## config.mk

```make
export PLATFORM = sky130hd
export DESIGN_NAME = buzzer_sched
export DESIGN_NICKNAME = d
export VERILOG_FILES = /design/src/rtl/buzzer_sched.sv
export SDC_FILE = /design/constraint.sdc
export NUM_CORES = 1
export LEC_CHECK = 0
export ABC_AREA = 1
export CAP_MARGIN = 40
export CORE_AREA = 3 3 67 69
export CTS_CLUSTER_DIAMETER = 100
export DETAILED_ROUTE_END_ITERATION = 8
export DIE_AREA = 0 0 70 72
export DONT_BUFFER_PORTS = 1
export PLACE_DENSITY = 0.74
export SLEW_MARGIN = 20
export SYNTH_ARGS = -nofsm -noshare
export SYNTH_HDL_FRONTEND = slang
export SYNTH_SLANG_ARGS = --single-unit
```

## constraint.sdc

```tcl
create_clock -name clk -period 2.1 [get_ports clk]
set_input_delay 0.21 -clock clk [delete_from_list [all_inputs] [get_ports clk]]
set_output_delay 0.21 -clock clk [all_outputs]
set_load 0.1 [all_outputs]
```

## src/rtl/buzzer_sched.sv

```systemverilog
// Buzzer pattern scheduler: latches 3 beep requests and plays
// 1..3 beeps of fixed on-time/gap for the highest pending source.
module buzzer_sched #(
  parameter int BEEP_ON_RLD           = 4_999_999,
  parameter int BEEP_ON_RLD_TURBOSIM  = 9,
  parameter int BEEP_GAP_RLD          = 4_999_999,
  parameter int BEEP_GAP_RLD_TURBOSIM = 9
) (
  input  logic       clk,
  input  logic       reset_n,
  input  logic       turbosim,
  input  logic [2:0] req,
  output logic       buzz_en,
  output logic       busy,
  output logic [2:0] grant,
  output logic [2:0] pending,
  output logic       done
);

  function automatic int wordlength(input longint v);
    int w;
    w = 1;
    for (int i = 1; i < 63; i++) begin
      if (v >= (longint'(1) << i)) w = i + 1;
    end
    return w;
  endfunction

  localparam int MAXR = (BEEP_ON_RLD > BEEP_GAP_RLD) ?
                        BEEP_ON_RLD : BEEP_GAP_RLD;
  localparam int TW = wordlength(longint'(MAXR));

  localparam logic [TW-1:0] ON_N  = TW'(BEEP_ON_RLD);
  localparam logic [TW-1:0] ON_T  = TW'(BEEP_ON_RLD_TURBOSIM);
  localparam logic [TW-1:0] GAP_N = TW'(BEEP_GAP_RLD);
  localparam logic [TW-1:0] GAP_T = TW'(BEEP_GAP_RLD_TURBOSIM);

  typedef enum logic [1:0] {
    IDLE = 2'd0,
    ON   = 2'd1,
    GAP  = 2'd2
  } state_t;

  state_t          state_q, state_d;
  logic [TW-1:0]   timer_q, timer_d;
  logic [1:0]      beeps_q, beeps_d;
  logic [2:0]      pend_q, pend_d;
  logic [2:0]      grant_q, grant_d;
  logic            done_q, done_d;
  logic [2:0]      clr;
  logic [TW-1:0]   on_rld;
  logic [TW-1:0]   gap_rld;

  // Reload values are only consumed on a load, so a turbosim
  // change never disturbs a count already running.
  assign on_rld  = turbosim ? ON_T : ON_N;
  assign gap_rld = turbosim ? GAP_T : GAP_N;

  // Next-state, timer, grant and request bookkeeping
  always_comb begin
    state_d = state_q;
    timer_d = timer_q;
    beeps_d = beeps_q;
    grant_d = grant_q;
    done_d  = 1'b0;
    clr     = 3'b000;
    unique case (state_q)
      IDLE: begin
        if (pend_q != 3'b000) begin
          state_d = ON;
          timer_d = on_rld;
          priority case (1'b1)
            pend_q[2]: begin
              grant_d = 3'b100;
              beeps_d = 2'd2;
              clr     = 3'b100;
            end
            pend_q[1]: begin
              grant_d = 3'b010;
              beeps_d = 2'd1;
              clr     = 3'b010;
            end
            default: begin
              grant_d = 3'b001;
              beeps_d = 2'd0;
              clr     = 3'b001;
            end
          endcase
        end
      end
      ON: begin
        if (timer_q == '0) begin
          state_d = GAP;
          timer_d = gap_rld;
        end else begin
          timer_d = timer_q - 1'b1;
        end
      end
      GAP: begin
        if (timer_q != '0) begin
          timer_d = timer_q - 1'b1;
        end else if (beeps_q != 2'd0) begin
          state_d = ON;
          timer_d = on_rld;
          beeps_d = beeps_q - 1'b1;
        end else begin
          state_d = IDLE;
          grant_d = 3'b000;
          done_d  = 1'b1;
        end
      end
      default: begin
        state_d = IDLE;
        grant_d = 3'b000;
      end
    endcase
    // A request on the granting edge wins over the clear.
    pend_d = (pend_q & ~clr) | req;
  end

  // State and datapath registers
  always_ff @(posedge clk or negedge reset_n) begin
    if (!reset_n) begin
      state_q <= IDLE;
      timer_q <= '0;
      beeps_q <= '0;
      pend_q  <= '0;
      grant_q <= '0;
      done_q  <= 1'b0;
    end else begin
      state_q <= state_d;
      timer_q <= timer_d;
      beeps_q <= beeps_d;
      pend_q  <= pend_d;
      grant_q <= grant_d;
      done_q  <= done_d;
    end
  end

  assign buzz_en = (state_q == ON);
  assign busy    = (state_q != IDLE);
  assign grant   = grant_q;
  assign pending = pend_q;
  assign done    = done_q;

endmodule

```

Word level (Yosys, flattened, before mapping)
Index checks and enable logic that the tools add are counted.
- register bits: 34
- output and inout port bits: 9
- word-level logic and storage cells: 60
- muxes and demuxes: 28
- reduce and logical (&&, ||, !) cells: 12
- bitwise logic cells: 4
- eq/ne operators: 8
- add/subtract/negate cells: 2
- operator list (cell ; count):
    two-way mux 23 bit ; 5
    one-hot mux 23 bit (3 select lines) ; 1
    zero test 23 bit ; 1
    nonzero test 23 bit ; 1
    subtractor 23 x 1 -> 23 bit, second input constant ; 1
    two-way mux 3 bit ; 6
    two-way mux 2 bit ; 8
    one-hot mux 3 bit (3 select lines) ; 1
    inequality test 2 bit, second input constant ; 4
    AND reduction 4 bit ; 2
    one-hot mux 2 bit (3 select lines) ; 1
    AND reduction 3 bit ; 2
    nonzero test 2 bit ; 3
    nonzero test 3 bit ; 2
    two-way mux 1 bit ; 5
    one-hot mux 2 bit (2 select lines) ; 1
    bitwise AND 3 bit ; 1
    inequality test 3 bit, second input constant ; 1
    NOT 3 bit ; 1
    OR 3 bit ; 1
    == test 2 x 1 -> 1 bit, second input constant ; 1
    == test 2 bit, second input constant ; 1
    zero test 2 bit ; 1
    inequality test 2 x 1 -> 1 bit, second input constant ; 1
    2 further kinds ; 2

Logic depth before layout (Yosys ltp)
Gate-level depths: netlist of run 1.
- depth after elaboration: 7
- depth in mapped cells: 12

Least setup slack after synthesis of run 1
Ideal clock, no wire load.
- path type: reg2reg
- start: register state_q[1]
- end: register timer_q[11]
- library setup time: 73 ps
- stages on the path, launching flop included: 9
- path slack: -111 ps
- arrival: 2138 ps
- path buffers: 1
- cells stage by stage: dfrtp_1 -> inv_1 -> ha_1 -> nor2_1 -> nor2_1 -> and2_1 -> buf_2 -> nand2_1 -> a21oi_2
- longest elaborated chain between the ends: 3
- elaborated cells on any way between the ends: 8
- those cells by class: eq/ne (4); mux (1); reduce/logical (3)
- RTL lines (what ; line ; RTL):
    start, declared ; 44 ; state_t state_q, state_d;
    start signal, assigned ; 131 ; state_q <= state_d;
    == test 2 x 1 -> 1 bit * ; -- ;
    named net buzz_en ; 13 ; output logic buzz_en,
    nonzero test 3 bit (no line) ; -- ;
    AND reduction 3 bit (no line) ; -- ;
    end signal, assigned ; 132 ; timer_q <= timer_d;
    end, declared ; 45 ; logic [TW-1:0] timer_q, timer_d;
Mark *: on every way through the listed nets, which the timed path passes. The rest lies on a longest branch.
A chain may end at the register's enable or synchronous reset.

Final worst setup path of run 1
- start: register state_q[0]
- end: register timer_q[2]
- longest elaborated chain between the ends: 3
- elaborated cells on any way between the ends: 8
- those cells by class: eq/ne (4); mux (1); reduce/logical (3)
- RTL lines (what ; line ; RTL):
    == test 2 bit (tied with other cells) ; 67 ; unique case (state_q)
    inequality test 3 bit (no line) (tied with other cells) ; -- ;
    AND reduction 3 bit (no line) ; -- ;
Parallel ways exist; a longest one is shown, timed or not.

==> results.txt, run 1 <==
----------------------------------------------------
[Pwr]
  Net Sw Power ... 0.00219 W
  PnR Total Power ... 0.00410 W
  Switching part of the total power ... 0.535
  Peak supply drop ... 948 µV
  Internal ... 0.00191 W
  Combinational share of power ... 0.613
  Fraction of power consumed by sequential logic ... 0.265
  Share of power burned in the clock network ... 0.122
  Leakage power ... 1.30 nW
  Ratio of total power to cell area ... 1570 mW/mm²

[Hold path]
  Hold path startpoint ... req[2]
  Class of the tightest hold or removal check ... in -> reg

[Worst setup path]
  WP data required ... 2250 ps
  Setup Crit Path Kind ... reg -> reg
  Kind of launch point of the worst setup path ... register
  Slowest cell on the critical path ... sky130_fd_sc_hd__dfrtp_1
  Worst path buffer plus inverter count ... 3
  Critical path capture point type ... register
  Arrival time reported for the critical path endpoint ... 2020 ps
  Launch instance of the worst register-to-register path ... state_q[0]
  Ordered cell list for the critical path ... inv_1 > ha_2 > inv_2 > nor3_2 > nand2_1 > nand2_1 > inv_2 > nand2_4 > nor2_4 > a21oi_1
  Highest net fanout along the worst path ... 11
  Worst stage delay on the critical path ... 410 ps
  Setup crit start ... state_q[0]
  CP top delay family ... simple AND/OR/NAND/NOR gates

[Timing]
  Setup repair after global routing missed its margin ... no
  Final setup violation count ... 0
  Fin Clk Skew ... 3.65 ps
  Final hold viol count ... 0
  Final count of pins violating max slew ... 0
  Max-slew headroom at the worst pin ... 0.730
  Maximum clock frequency ... 535 MHz
  Post-route clock period utilization ... 0.890
  Final-layout setup total negative slack ... 0 ps
  Actual transition at the worst max-transition pin ... 404 ps
  Tmin final ... 1870 ps

[Floorplanning]
  I/O pin count ... 15
  Core box area ... 0.00397 mm²
  Horizontal extent of the die ... 70 µm
  Starting density of the core ... 0.595
  Chip height ... 72 µm
  Die area ... 0.00504 mm²
  Number of placement rows ... 23

[Yosys]
  Flops & latches, synth ... 34
  Synthesized area divided by synthesized cell count ... 7.15 µm²
  Leading cell types by total area after synthesis ... sky130_fd_sc_hd__dfrtp_1 (36%), sky130_fd_sc_hd__nand2_1 (13%), sky130_fd_sc_hd__nor2_1 (9.5%)
  Cell count after synthesis ... 330
  Number of nets in the synthesized netlist ... 343
  Cell type with the largest total area after synthesis ... sky130_fd_sc_hd__dfrtp_1
  Portion of the post-synthesis area used by sequential elements ... 0.360
  Cell area after synthesis ... 0.00236 mm²
  Yosys warns ... 0
  Share of the synthesized area in the top cell type ... 0.360
  Post-synthesis cell type count ... 29

[Route]
  Post-route antenna net violation count ... 0
  Number of DRC violations after detailed-routing iteration 0 ... 130
  DRC violations left ... 0
  Total via count in the routed design ... 2125
  Via-per-instance ratio ... 5.34
  DR pass1 iterations ... 5
  Wirelength per Cell ... 13.1 µm
  WL final ... 5.21 mm

[Global route]
  Global-route wire length before repair ... 8.94 mm
  Antenna violations before repair ... 0
  Vias in the first global route ... 1955
  Global route total overflow ... 0
  Maximum number of pins on one net before global-route repair ... 35
  GRT Total Usage ... 0.222

[Placed design]
  Post-DP HPWL ... 3.91 mm
  GP Congestion ... 0.878
  Instance area after placement ... 0.00248 mm²
  Number of buffer cells added on primary ports ... 0

[CTS]
  Clock tree from TritonCTS ... yes
  Clock latency on the worst-skew pair ... 280 ps
  Num CTS Buffers ... 5
  Number of buffers inserted by post-CTS setup repair ... 0
  Clock transition at path regs ... 70 ps
  Clock H-tree levels ... 2
  Buffer depth of the longest clock path ... 2
  Root Driver ... sky130_fd_sc_hd__clkbuf_8
  Clock net sink count ... 34

[Final layout]
  Diodes inserted ... 0
  Seq. cell area ... 851 µm²
  Layout area overhead ... 10.7%
  Fraction of final layout cells sized beyond drive strength 1 ... 0.164
  Design Area, Final ... 0.00261 mm²
  Fill count ... 333
  Number of nets at the end of the flow ... 360
  Multi-input combinational cell area ... 0.00132 mm²

[Flow run]
  Total of max-cap violations ... 0

[Outcome]
  Outcome ... completed

----------------------------------------------------
-- kinds of logic after synthesis --
kind of cell | after synthesis | share of synthesized area
xor gates and xnor gates | 6 | 0.0223
DFF | 34 | 0.360
adders and majority gates | 7 | 0.0371
buffers and inverters | 47 | 0.0848
and+or+nand+nor | 199 | 0.387
AOI/OAI and AO/OA | 37 | 0.108
-- metal layers --
metal	share of wire	vias to the layer above	wire [µm]	track usage
li1	-	1083	-	-
met1	0.47	988	2430	0.292
met2	0.48	49	2500	0.367
met3	0.044	5	230	0.0471
met4	0.0092	0	48	0.0723
met5	0	-	0	0
-- per-stage QoR --
stage,std cells,util,hold WS (ps),worst slack [ps]
floorplan,330,-,-85.6,66.9
global placement,388,0.625,-84.6,38.1
detailed placement,388,0.625,-84.6,-41.5
CTS,398,0.657,27.1,170
global route,398,0.658,33.1,5.66
finish,398,0.658,33.3,230
-- synthesized netlist by cell type, drive strengths merged --
cell type and number:
nand4 13, a21oi 17, xnor2 3, nor2 72
nand3 24, o21ai 9, dfrtp 34, and2 1
inv 42, nand2 85, a22oi 1, o21bai 10
xor2 3, nor3 4, ha 7, buf 5
-- final cells by class --
| class | instances | share of cell area |
|---|---|---|
| repair buffers | 15 | 0.0489 |
| flip-flops and latches | 34 | 0.326 |
| clock inverters | 1 | 0.00192 |
| well taps | 50 | 0.0239 |
| inverters | 42 | 0.0613 |
| clock buffers | 7 | 0.0330 |
| multi-input cells | 249 | 0.505 |
-- cells in the final DEF (no fill, tap or decap), types with 2 or more instances in the layout --
master                     count
sky130_fd_sc_hd__nor2_1       60
sky130_fd_sc_hd__o21bai_1     10
sky130_fd_sc_hd__nor3_2        2
sky130_fd_sc_hd__inv_2         4
sky130_fd_sc_hd__buf_4        13
sky130_fd_sc_hd__nand4_1      12
sky130_fd_sc_hd__a21oi_1      10
sky130_fd_sc_hd__inv_1        37
sky130_fd_sc_hd__nand2_2       4
sky130_fd_sc_hd__nor2_2        6
sky130_fd_sc_hd__ha_1          5
sky130_fd_sc_hd__a21oi_2       7
sky130_fd_sc_hd__nand2_1      80
sky130_fd_sc_hd__nor2_4        6
sky130_fd_sc_hd__xor2_1        3
sky130_fd_sc_hd__nand3_1      24
sky130_fd_sc_hd__o21ai_0       7
sky130_fd_sc_hd__clkbuf_8      6
sky130_fd_sc_hd__xnor2_1       3
sky130_fd_sc_hd__dfrtp_1      34
sky130_fd_sc_hd__ha_2          2
sky130_fd_sc_hd__nor3_1        2
-- power by group through the flow --
| stage | combinational, W | sequential (W) | clock, W |
|---|---|---|---|
| 6_report | 0.00252 | 0.00109 | 0.000499 |
| 5_1_grt | 0.00283 | 0.00111 | 0.000542 |
| 4_1_cts | 0.00252 | 0.00108 | 0.000510 |
| 3_5_place_dp | 0.00247 | 0.00110 | 0 |
| 3_3_place_gp | 0.00245 | 0.00109 | 0 |
| 2_1_floorplan | 0.00190 | 0.00124 | 0 |
-- sequential cells by signal (all words and copies together), names as in the netlist --
| signal | count |
|---|---|
| timer_q | 23 |
| grant | 3 |
| pending | 3 |
| beeps_q | 2 |
| state_q | 2 |
| done | 1 |
-- what timing repair did --
item | 4_1_cts | 5_1_grt
setup endpoints to repair | 11 | 8
pin swaps | 0 | 1
resized for setup | 1 | 1
hold endpoints to repair | 34 | 0
hold buffers | 2 | 0
-- worst paths after layout --
check,depth (start not counted),to,slack (ps)
max in group asynchronous,2,timer_q[0],1530
worst max-delay path,10,timer_q[2],230
worst min register to register,2,beeps_q[1],530
worst min-delay path,1,pending[2],30
min in group asynchronous,2,timer_q[22],390
worst max register to register,10,timer_q[2],230
No activity file was read; power rests on OpenSTA's default activity.
==> run 2, diff against run 1 <==
--- a/config.mk
+++ b/config.mk
@@ -6,7 +6,6 @@
 export NUM_CORES = 1
 export LEC_CHECK = 0
 export ABC_AREA = 1
-export CAP_MARGIN = 40
 export CORE_AREA = 3 3 67 69
 export CTS_CLUSTER_DIAMETER = 100
 export DETAILED_ROUTE_END_ITERATION = 8
==> results of run 2 <==
The final DEF is identical to that of run 1; final timing and power are the same.
==> run 3, diff against run 2 <==
--- a/config.mk
+++ b/config.mk
@@ -6,12 +6,12 @@
 export NUM_CORES = 1
 export LEC_CHECK = 0
 export ABC_AREA = 1
-export CORE_AREA = 3 3 67 69
+export CORE_AREA = 3 3 66 68
 export CTS_CLUSTER_DIAMETER = 100
 export DETAILED_ROUTE_END_ITERATION = 8
-export DIE_AREA = 0 0 70 72
+export DIE_AREA = 0 0 69 71
 export DONT_BUFFER_PORTS = 1
-export PLACE_DENSITY = 0.74
+export PLACE_DENSITY = 0.76
 export SLEW_MARGIN = 20
 export SYNTH_ARGS = -nofsm -noshare
 export SYNTH_HDL_FRONTEND = slang
==> run 3 against run 2 <==
Non-clock buffer count unchanged. Register-to-register slack improved by 40 ps. Final cell count decreased by 0.25%.
==> results.txt, run 3 (synthesis gave the netlist of run 1 again) <==
----------------------------------------------------
[Global route]
  GRT Total Usage ... 0.234
  Maximum number of pins on one net before global-route repair ... 35
  Antenna violations before repair ... 0
  Vias in the first global route ... 2007
  Global-route wire length before repair ... 9.22 mm
  Global route total overflow ... 0

[Timing]
  Final count of pins violating max slew ... 0
  Maximum clock frequency ... 546 MHz
  Max-slew headroom at the worst pin ... 0.734
  Final hold viol count ... 0
  Actual transition at the worst max-transition pin ... 398 ps
  Tmin final ... 1830 ps
  Post-route clock period utilization ... 0.873
  Final-layout setup total negative slack ... 0 ps
  Fin Clk Skew ... 8.32 ps
  Final setup violation count ... 0
  Setup repair after global routing missed its margin ... no

[Final layout]
  Highest-count cells in the layout ignoring fill and taps ... sky130_fd_sc_hd__nand2_1 (80), sky130_fd_sc_hd__nor2_1 (59), sky130_fd_sc_hd__inv_1 (37)
  Most common library cell in the layout ignoring fill and taps ... sky130_fd_sc_hd__nand2_1
  Diodes inserted ... 0
  Non-filler instance count after layout ... 397
  Fill count ... 361
  Number of nets at the end of the flow ... 360
  Register with the most flip-flops ... timer_q
  Fraction of final layout cells sized beyond drive strength 1 ... 0.159
  Max reg flops ... 23
  Layout area overhead ... 10.0%

[CTS]
  Num CTS Buffers ... 5
  Clock tree from TritonCTS ... yes
  Clock latency on the worst-skew pair ... 290 ps
  Buffer depth of the longest clock path ... 2
  Root Driver ... sky130_fd_sc_hd__clkbuf_8
  Clock H-tree levels ... 2
  Clock net sink count ... 34
  Clock transition at path regs ... 60 ps
  Number of buffers inserted by post-CTS setup repair ... 0

[Worst setup path]
  Worst stage delay on the critical path ... 380 ps
  Worst path buffer plus inverter count ... 3
  WP data required ... 2310 ps
  Setup Crit Path Kind ... reg -> reg
  Highest net fanout along the worst path ... 16
  Critical path capture point type ... register
  Kind of launch point of the worst setup path ... register
  Ordered cell list for the critical path ... inv_1 > ha_1 > nand3_1 > nor2_4 > nand4_4 > nand2_4 > inv_4 > o21ai_4 > inv_2 > nor2_1
  CP top delay family ... simple AND/OR/NAND/NOR gates
  Slowest cell on the critical path ... sky130_fd_sc_hd__dfrtp_1
  Arrival time reported for the critical path endpoint ... 2050 ps

[Floorplanning]
  Number of placement rows ... 23
  Die area ... 0.00490 mm²
  Starting density of the core ... 0.603
  Chip height ... 71 µm
  I/O pin count ... 15
  Core box area ... 0.00391 mm²
  Horizontal extent of the die ... 69 µm

[Hold path]
  Class of the tightest hold or removal check ... in -> reg

[Route]
  Total via count in the routed design ... 2131
  DR pass1 iterations ... 4
  Post-route antenna net violation count ... 0
  DRC violations left ... 0
  WL final ... 5.12 mm
  Via-per-instance ratio ... 5.37
  Number of DRC violations after detailed-routing iteration 0 ... 147
  Wirelength per Cell ... 12.9 µm

[Placed design]
  Post-DP HPWL ... 3.94 mm
  GP Congestion ... 0.869
  Number of buffer cells added on primary ports ... 0
  Number of placed instances, taps included ... 388

[Pwr]
  Ratio of total power to cell area ... 1570 mW/mm²
  Peak supply drop ... 1260 µV
  Leakage power ... 1.29 nW

[Flow run]
  Total of max-cap violations ... 0

[Outcome]
  Outcome ... completed

----------------------------------------------------
-- run 3: changes by cell type in the layout (fill, tap and decap cells not counted) --
cell and delta:
sky130_fd_sc_hd__nor2_2 +1, sky130_fd_sc_hd__clkinv_2 -1, sky130_fd_sc_hd__ha_2 -1, sky130_fd_sc_hd__nor2_1 -1
sky130_fd_sc_hd__clkbuf_1 +1, sky130_fd_sc_hd__ha_1 +1, sky130_fd_sc_hd__clkbuf_8 -1
-- run 3: repair_timing --
action                     4_1_cts  5_1_grt
setup endpoints to repair        0       13
gates resized for setup          0        2
hold buffers                     2        0
hold endpoints to repair        34        0
-- run 3: final timing paths --
kind / to / depth (start not counted) / from / slack (ps)
max: timer_q[10] / 10 / timer_q[0] / 270
min: pending[2] / 1 / req[2] / 40
max reg2reg: timer_q[10] / 10 / timer_q[0] / 270
min reg2reg: beeps_q[1] / 2 / beeps_q[1] / 520
max in group asynchronous: pending[2] / 2 / reset_n / 1540
min in group asynchronous: timer_q[8] / 2 / reset_n / 380
-- run 3: worst register-to-register path, delay by kind of cell (launching register included) --
family	cells	cell delay (ps)
compound gates	1	110
buf+inv	3	340
fa+ha+maj	1	190
flops	1	380
simple gates	5	740
-- run 3: metal layers --
layer | vias to the layer above | part of all wire | wire [µm] | global-route usage
li1 | 1079 | - | - | -
met1 | 988 | 0.47 | 2390 | 0.317
met2 | 55 | 0.46 | 2370 | 0.376
met3 | 9 | 0.053 | 273 | 0.0483
met4 | 0 | 0.017 | 85 | 0.0781
met5 | - | 0 | 0 | 0
-- run 3: cell type report --
| type | count | area, µm² | share of cell area |
|---|---|---|---|
| Clock buffer | 7 | 76.3 | 0.0294 |
| Inverter | 42 | 160 | 0.0617 |
| Multi-Input combinational cell | 249 | 1320 | 0.508 |
| Sequential cell | 34 | 851 | 0.328 |
| Tap cell | 50 | 62.6 | 0.0241 |
| Timing Repair Buffer | 15 | 128 | 0.0491 |
-- run 3: metrics by stage --
stage	hold slack (ps)	instance area [µm²]	setup slack (ps)	utilization	total power, W
2_1_floorplan	-85.6	2360	66.9	-	0.00314
3_3_place_gp	-84.6	2480	145	0.635	0.00353
3_5_place_dp	-84.6	2480	56.7	0.635	0.00358
4_1_cts	31.4	2590	55.9	0.662	0.00407
5_1_grt	27.6	2600	17.9	0.664	0.00446
6_report	39.5	2600	267	0.664	0.00407
-- run 3: where the power goes --
group          switching [W]  total (W)  internal, W
clock               0.000226   0.000454     0.000228
combinational        0.00175    0.00253     0.000775
sequential          0.000223    0.00109     0.000868
total                0.00220    0.00407      0.00187
